==> src/rtl/vga_plot_sink.sv <==
// ---------------------------------------------------------------------------
// vga_plot_sink
//
// Receiving end of the object plot stream. Two sprite drawers push pixel
// writes (x, y, colour) into a small FIFO; the FIFO is replayed one pixel
// per cycle onto the VGA adapter write port whenever out_enable is high.
// Producers get a combinational ready; a producer that plots while not
// ready loses that pixel and raises the sticky dropped flag.
//
// Ports:
//   CLOCK_50      system clock, single domain
//   rst           asynchronous active-high reset
//   p0_plot/x/y/color, p0_ready   pixel write port 0 (favoured after reset)
//   p1_plot/x/y/color, p1_ready   pixel write port 1
//   out_enable    1 = drain one pixel per cycle, 0 = hold
//   clear_drop    synchronous clear of dropped (a same-cycle drop wins)
//   VGA_X/Y/COLOR registered pixel to the adapter
//   VGA_PLOT      one-cycle write strobe per replayed pixel
//   fifo_count    entries currently stored (0..DEPTH)
//   dropped       sticky: a request was refused since the last clear
// ---------------------------------------------------------------------------
module vga_plot_sink #(
    parameter int DEPTH = 8,
    parameter int AW    = 3
) (
    input  logic          CLOCK_50,
    input  logic          rst,
    input  logic          p0_plot,
    input  logic [8:0]    p0_x,
    input  logic [7:0]    p0_y,
    input  logic [2:0]    p0_color,
    output logic          p0_ready,
    input  logic          p1_plot,
    input  logic [8:0]    p1_x,
    input  logic [7:0]    p1_y,
    input  logic [2:0]    p1_color,
    output logic          p1_ready,
    input  logic          out_enable,
    input  logic          clear_drop,
    output logic [8:0]    VGA_X,
    output logic [7:0]    VGA_Y,
    output logic [2:0]    VGA_COLOR,
    output logic          VGA_PLOT,
    output logic [AW:0]   fifo_count,
    output logic          dropped
);

    localparam int          PIX_W   = 9 + 8 + 3;
    localparam logic [AW:0] DEPTH_C = (AW+1)'(DEPTH);

    logic [PIX_W-1:0] mem [DEPTH];
    logic [AW-1:0]    wr_ptr;
    logic [AW-1:0]    rd_ptr;
    logic [AW-1:0]    p1_slot;
    logic             rr;
    logic [AW:0]      free;
    logic             free_many;
    logic             free_one;
    logic             push0;
    logic             push1;
    logic             pop;
    logic             drop_now;

    // Free space is judged on the registered count only, so a pop at this
    // edge never lends its slot to a push at the same edge. With a single
    // slot left and both ports asking, rr picks the winner; a lone
    // requester always gets the slot.
    always_comb begin
        free      = DEPTH_C - fifo_count;
        free_many = free >= (AW+1)'(2);
        free_one  = free == (AW+1)'(1);
        p0_ready  = free_many | (free_one & (~p1_plot | ~rr));
        p1_ready  = free_many | (free_one & (~p0_plot |  rr));
        push0     = p0_plot & p0_ready;
        push1     = p1_plot & p1_ready;
        pop       = out_enable & (fifo_count != '0);
        drop_now  = (p0_plot & ~p0_ready) | (p1_plot & ~p1_ready);
        // Port 0 is ordered first when both ports are accepted together.
        p1_slot   = push0 ? wr_ptr + AW'(1) : wr_ptr;
    end

    // Pixel storage has no reset: contents are only read when counted valid.
    // Writes and the read never touch the same slot at one edge because a
    // full FIFO accepts no pushes.
    always_ff @(posedge CLOCK_50) begin
        if (push0) begin
            mem[wr_ptr] <= {p0_x, p0_y, p0_color};
        end
        if (push1) begin
            mem[p1_slot] <= {p1_x, p1_y, p1_color};
        end
    end

    // Pointers, count, arbitration state, output register and drop flag.
    // Pointers wrap naturally because DEPTH is a power of two.
    always_ff @(posedge CLOCK_50 or posedge rst) begin
        if (rst) begin
            wr_ptr     <= '0;
            rd_ptr     <= '0;
            fifo_count <= '0;
            rr         <= 1'b0;
            VGA_X      <= '0;
            VGA_Y      <= '0;
            VGA_COLOR  <= '0;
            VGA_PLOT   <= 1'b0;
            dropped    <= 1'b0;
        end else begin
            wr_ptr     <= wr_ptr + AW'(push0) + AW'(push1);
            fifo_count <= fifo_count + (AW+1)'(push0) + (AW+1)'(push1)
                          - (AW+1)'(pop);

            if (free_one && p0_plot && p1_plot) begin
                rr <= ~rr;
            end

            if (pop) begin
                {VGA_X, VGA_Y, VGA_COLOR} <= mem[rd_ptr];
                VGA_PLOT <= 1'b1;
                rd_ptr   <= rd_ptr + AW'(1);
            end else begin
                VGA_PLOT <= 1'b0;
            end

            if (drop_now) begin
                dropped <= 1'b1;
            end else if (clear_drop) begin
                dropped <= 1'b0;
            end
        end
    end

endmodule
==> config.mk <==
export PLATFORM = sky130hd
export DESIGN_NAME = vga_plot_sink
export DESIGN_NICKNAME = d
export VERILOG_FILES = /design/src/rtl/vga_plot_sink.sv
export SDC_FILE = /design/constraint.sdc
export NUM_CORES = 1
export LEC_CHECK = 0
export ABC_AREA = 1
export BUFFER_PORTS_ARGS = -buffer_cell sky130_fd_sc_hd__buf_2
export CAP_MARGIN = 0
export CORE_ASPECT_RATIO = 1.5
export CORE_MARGIN = 5
export CORE_UTILIZATION = 55
export CTS_BUF_LIST = sky130_fd_sc_hd__clkbuf_8 sky130_fd_sc_hd__clkbuf_16
export CTS_CLUSTER_SIZE = 14
export DETAILED_ROUTE_END_ITERATION = 6
export HOLD_SLACK_MARGIN = 0.03
export PLACE_DENSITY = 0.74
export SLEW_MARGIN = 20
export SYNTH_ARGS = -nofsm -noshare
export SYNTH_HDL_FRONTEND = slang
export SYNTH_SLANG_ARGS = --single-unit
==> constraint.sdc <==
create_clock -name CLOCK_50 -period 7.64 [get_ports CLOCK_50]
set_input_delay 1.146 -clock CLOCK_50 [delete_from_list [all_inputs] [get_ports CLOCK_50]]
set_output_delay 1.146 -clock CLOCK_50 [all_outputs]
set_load 0.005 [all_outputs]
==> results.py <==
metrics = {
    "status": {
        "result_of_the_run": "finished, final reports clean",
    },
    "global_route": {
        "grt_max_degree": 84,
        "met2_usage_pct": 45.1,
        "global_route.usage.met1_pct": 35.0,
        "grt_pass1_wl_mm": 44.8,
        "gr-usage-met3_pct": 4.99,
        "antenna_found_initial": 1,
        "top_usage_layer": "met2",
        "first_global_vias": 8367,
        "overflow_after_grt": 0,
        "grt.total_usage_pct": 27.2,
    },
    "critical_path": {
        "start_kind": "register",
        "crit_arrival_ns": 5.19,
        "critical_path_class": "register to register",
        "critical_path_fanout_max": 45,
        "cp_data_required_time_ns": 7.78,
        "end_kind": "register",
    },
    "clock_network": {
        "tritoncts": "built",
        "cts_max_path_buffers": 2,
        "clkSlewWorstSetupHoldPaths_ns": 0.07,
        "cts_setup_buffers": 0,
        "clkSinkCount": 193,
        "cts_made_buffers": 17,
        "clkLatencyLatePin_ns": 0.44,
        "post_cts_resize_count": 0,
        "cts.hold.buffers_added": 0,
        "clock-root-buffer": "sky130_fd_sc_hd__clkbuf_16",
        "htreeDepth": 4,
    },
    "synthesis": {
        "synth.mux.area_fraction_pct": 0,
        "main_combinational_cell_family_by_area_after_synthesis": "simple AND/OR/NAND/NOR gates",
        "synthDistinctLibCells": 31,
        "postSynthRegisterBits": 193,
        "synthAdderAreaFrac_pct": 1.96,
        "synthesized_area_fraction_occupied_by_and_or_nand_nor_cells_pct": 21.5,
        "synth_xor_xnor_area_share_pct": 0.696,
        "post_synthesis_instance_area_um2": 10100,
        "synthesis.instances": 1143,
        "async_flop_share_pct": 17.1,
        "synth_compound_gate_area_share_pct": 14.2,
        "synth_seq_area_share_pct": 55.9,
        "syn_nets": 1203,
        "synth_warnings": 0,
        "synth-main-ff-cell": "sky130_fd_sc_hd__edfxtp_1",
        "synth_edf_count": 160,
        "mean_instance_size_in_the_synthesized_netlist_um2": 8.81,
    },
    "finish": {
        "final_nets": 1214,
        "layout_common_cells": "sky130_fd_sc_hd__nand2_1 (340), sky130_fd_sc_hd__edfxtp_1 (160), sky130_fd_sc_hd__o21ai_0 (153)",
        "final_common_cell": "sky130_fd_sc_hd__nand2_1",
        "syn2layout_area_growth_pct": 9.83,
        "drive_gt1_share_pct": 12.8,
        "diodes": 0,
    },
    "floorplan": {
        "floorplan_die_area_um2": 21200,
        "starting_density_pct": 55.9,
        "core_area_um2": 18000,
        "num_io_pins": 74,
        "dieHeight_um": 176,
        "core.rowCount": 60,
        "die_x_extent_um": 120,
    },
    "sta": {
        "maxClockFrequency_mhz": 198,
        "setup_repair_after_global_routing_missed_its_margin": "no",
        "layout_worst_path_cycle_share_pct": 66.1,
        "tns_ns": 0,
        "final-setup-viol-count": 0,
        "timing.max_slew.rel_slack_pct": 25.6,
        "worst_pin_slew_ns": 1.11,
        "final.min_clock_period_ns": 5.05,
        "setup_slack_ns": 2.59,
        "hold_violations": 0,
        "slew_violations": 0,
        "worst_clock_skew_ns": 0.00569,
    },
    "run": {
        "max-cap-violations": 0,
    },
    "detailed_routing": {
        "routed_via_density": 6.15,
        "drt_iter0_drc": 927,
        "wirelength_mm": 27.8,
        "detailroute.via_count": 8518,
        "post_drt_wl_per_cell_um": 20.1,
        "ant_nets": 0,
        "residual_drc": 0,
        "drt_pass1_iterations": 6,
    },
    "power": {
        "power_leakage_nw": 4.46,
        "power_density_nw_per_um2": 423,
        "totalPowerFinal_w": 0.00468,
        "worst_ir_drop_vdd_mv": 0.424,
    },
    "place": {
        "place_hpwl_mm": 16.9,
        "place.gp.congestion": 0.834,
        "numPortBuffers": 73,
        "pre_cts_slack_ns": 2.40,
    },
    "worst_hold_path": {
        "min-delay-path-class": "register to register",
    },
}
layout make-up:
class | count | area (µm²)
fill | 1520 | 6960
inverter | 40 | 150
clock buffer | 19 | 464
timing repair buffer | 94 | 531
sequential | 193 | 5630
clock inverter | 13 | 86.3
multi-input combinational | 808 | 3930
tap | 217 | 272
final timing paths:
check | start | endpoint | slack [ns] | cells past startpoint
worst max-delay path | fifo_count[1]$_DFF_PP0_ | mem[5][16]$_DFFE_PP_ | 2.59 | 11
worst min-delay path | rr$_DFFE_PP0P_ | rr$_DFFE_PP0P_ | 0.52 | 1
worst max register to register | fifo_count[1]$_DFF_PP0_ | mem[5][16]$_DFFE_PP_ | 2.59 | 11
worst min register to register | rr$_DFFE_PP0P_ | rr$_DFFE_PP0P_ | 0.52 | 1
max in group asynchronous | rst | rd_ptr[0]$_DFFE_PP0P_ | 6.50 | 3
min in group asynchronous | rst | VGA_X[7]$_DFFE_PP0P_ | 0.81 | 3
through the flow:
| stage | instance area [µm²] | hold WS [ns] | instances | utilization, % |
|---|---|---|---|---|
| floorplan | 10100 | 0.467 | 1143 | - |
| global placement | 10500 | 0.508 | 1351 | 58.3 |
| detailed placement | 10500 | 0.501 | 1351 | 58.3 |
| CTS | 11000 | 0.516 | 1383 | 61.3 |
| global route | 11100 | 0.547 | 1384 | 61.4 |
| finish | 11100 | 0.515 | 1384 | 61.4 |
cell families after synthesis:
| group | after synthesis |
|---|---|
| adders and majority gates | 14 |
| AOI/OAI and AO/OA | 253 |
| xor gates and xnor gates | 8 |
| buffers and inverters | 142 |
| DFF | 193 |
| and+or+nand+nor | 533 |
layer usage:
| metal | up-vias | wire length (µm) |
|---|---|---|
| met5 | - | 14 |
| met4 | 2 | 1150 |
| met3 | 85 | 2590 |
| met2 | 478 | 13800 |
| met1 | 4002 | 10300 |
| li1 | 3951 | - |
synthesized netlist by cell type, types with 4 or more instances:
master                     instances  share of area (%)
sky130_fd_sc_hd__nand3_1          89                4.4
sky130_fd_sc_hd__o221ai_1         21                1.8
sky130_fd_sc_hd__xnor2_1           4               0.35
sky130_fd_sc_hd__ha_1             11                1.4
sky130_fd_sc_hd__o21ai_0         158                7.9
sky130_fd_sc_hd__o211ai_1         20                1.5
sky130_fd_sc_hd__o22ai_1          20                1.2
sky130_fd_sc_hd__clkbuf_1         65                2.4
sky130_fd_sc_hd__o21ai_1          29                1.4
sky130_fd_sc_hd__dfrtp_1          33                8.2
sky130_fd_sc_hd__nand2_1         340                 13
sky130_fd_sc_hd__xor2_1            4               0.35
sky130_fd_sc_hd__buf_2            32                1.6
sky130_fd_sc_hd__nor2_1           89                3.3
sky130_fd_sc_hd__edfxtp_1        160                 48
sky130_fd_sc_hd__nand2_2           5               0.31
sky130_fd_sc_hd__inv_1            37                1.4
worst max-delay path: stages (launching register included):
cell and delay [ns]:
sky130_fd_sc_hd__dfrtp_1 0.42, sky130_fd_sc_hd__inv_1 0.13, sky130_fd_sc_hd__ha_1 0.25, sky130_fd_sc_hd__xnor2_1 0.15, sky130_fd_sc_hd__nor2_2 0.22, sky130_fd_sc_hd__nand3_2 0.19, sky130_fd_sc_hd__nand3_2 0.25, sky130_fd_sc_hd__nand3_2 0.81
sky130_fd_sc_hd__inv_2 0.94, sky130_fd_sc_hd__nand2_1 0.73, sky130_fd_sc_hd__o31ai_4 0.38, sky130_fd_sc_hd__buf_8 0.24
power breakdown:
group	internal [W]	switching, W
Combinational	0.000556	0.00153
Clock	0.000443	0.000395
Sequential	0.00164	0.000121
Total	0.00263	0.00205
state kept, by name, summed over array words and instances, names as in the netlist:
signal	flops
VGA_PLOT	1
fifo_count	4
VGA_X	9
rr	1
rd_ptr	3
wr_ptr	3
mem	160
VGA_Y	8
dropped	1
VGA_COLOR	3
Note: power is estimated with default switching activity, not from simulation.
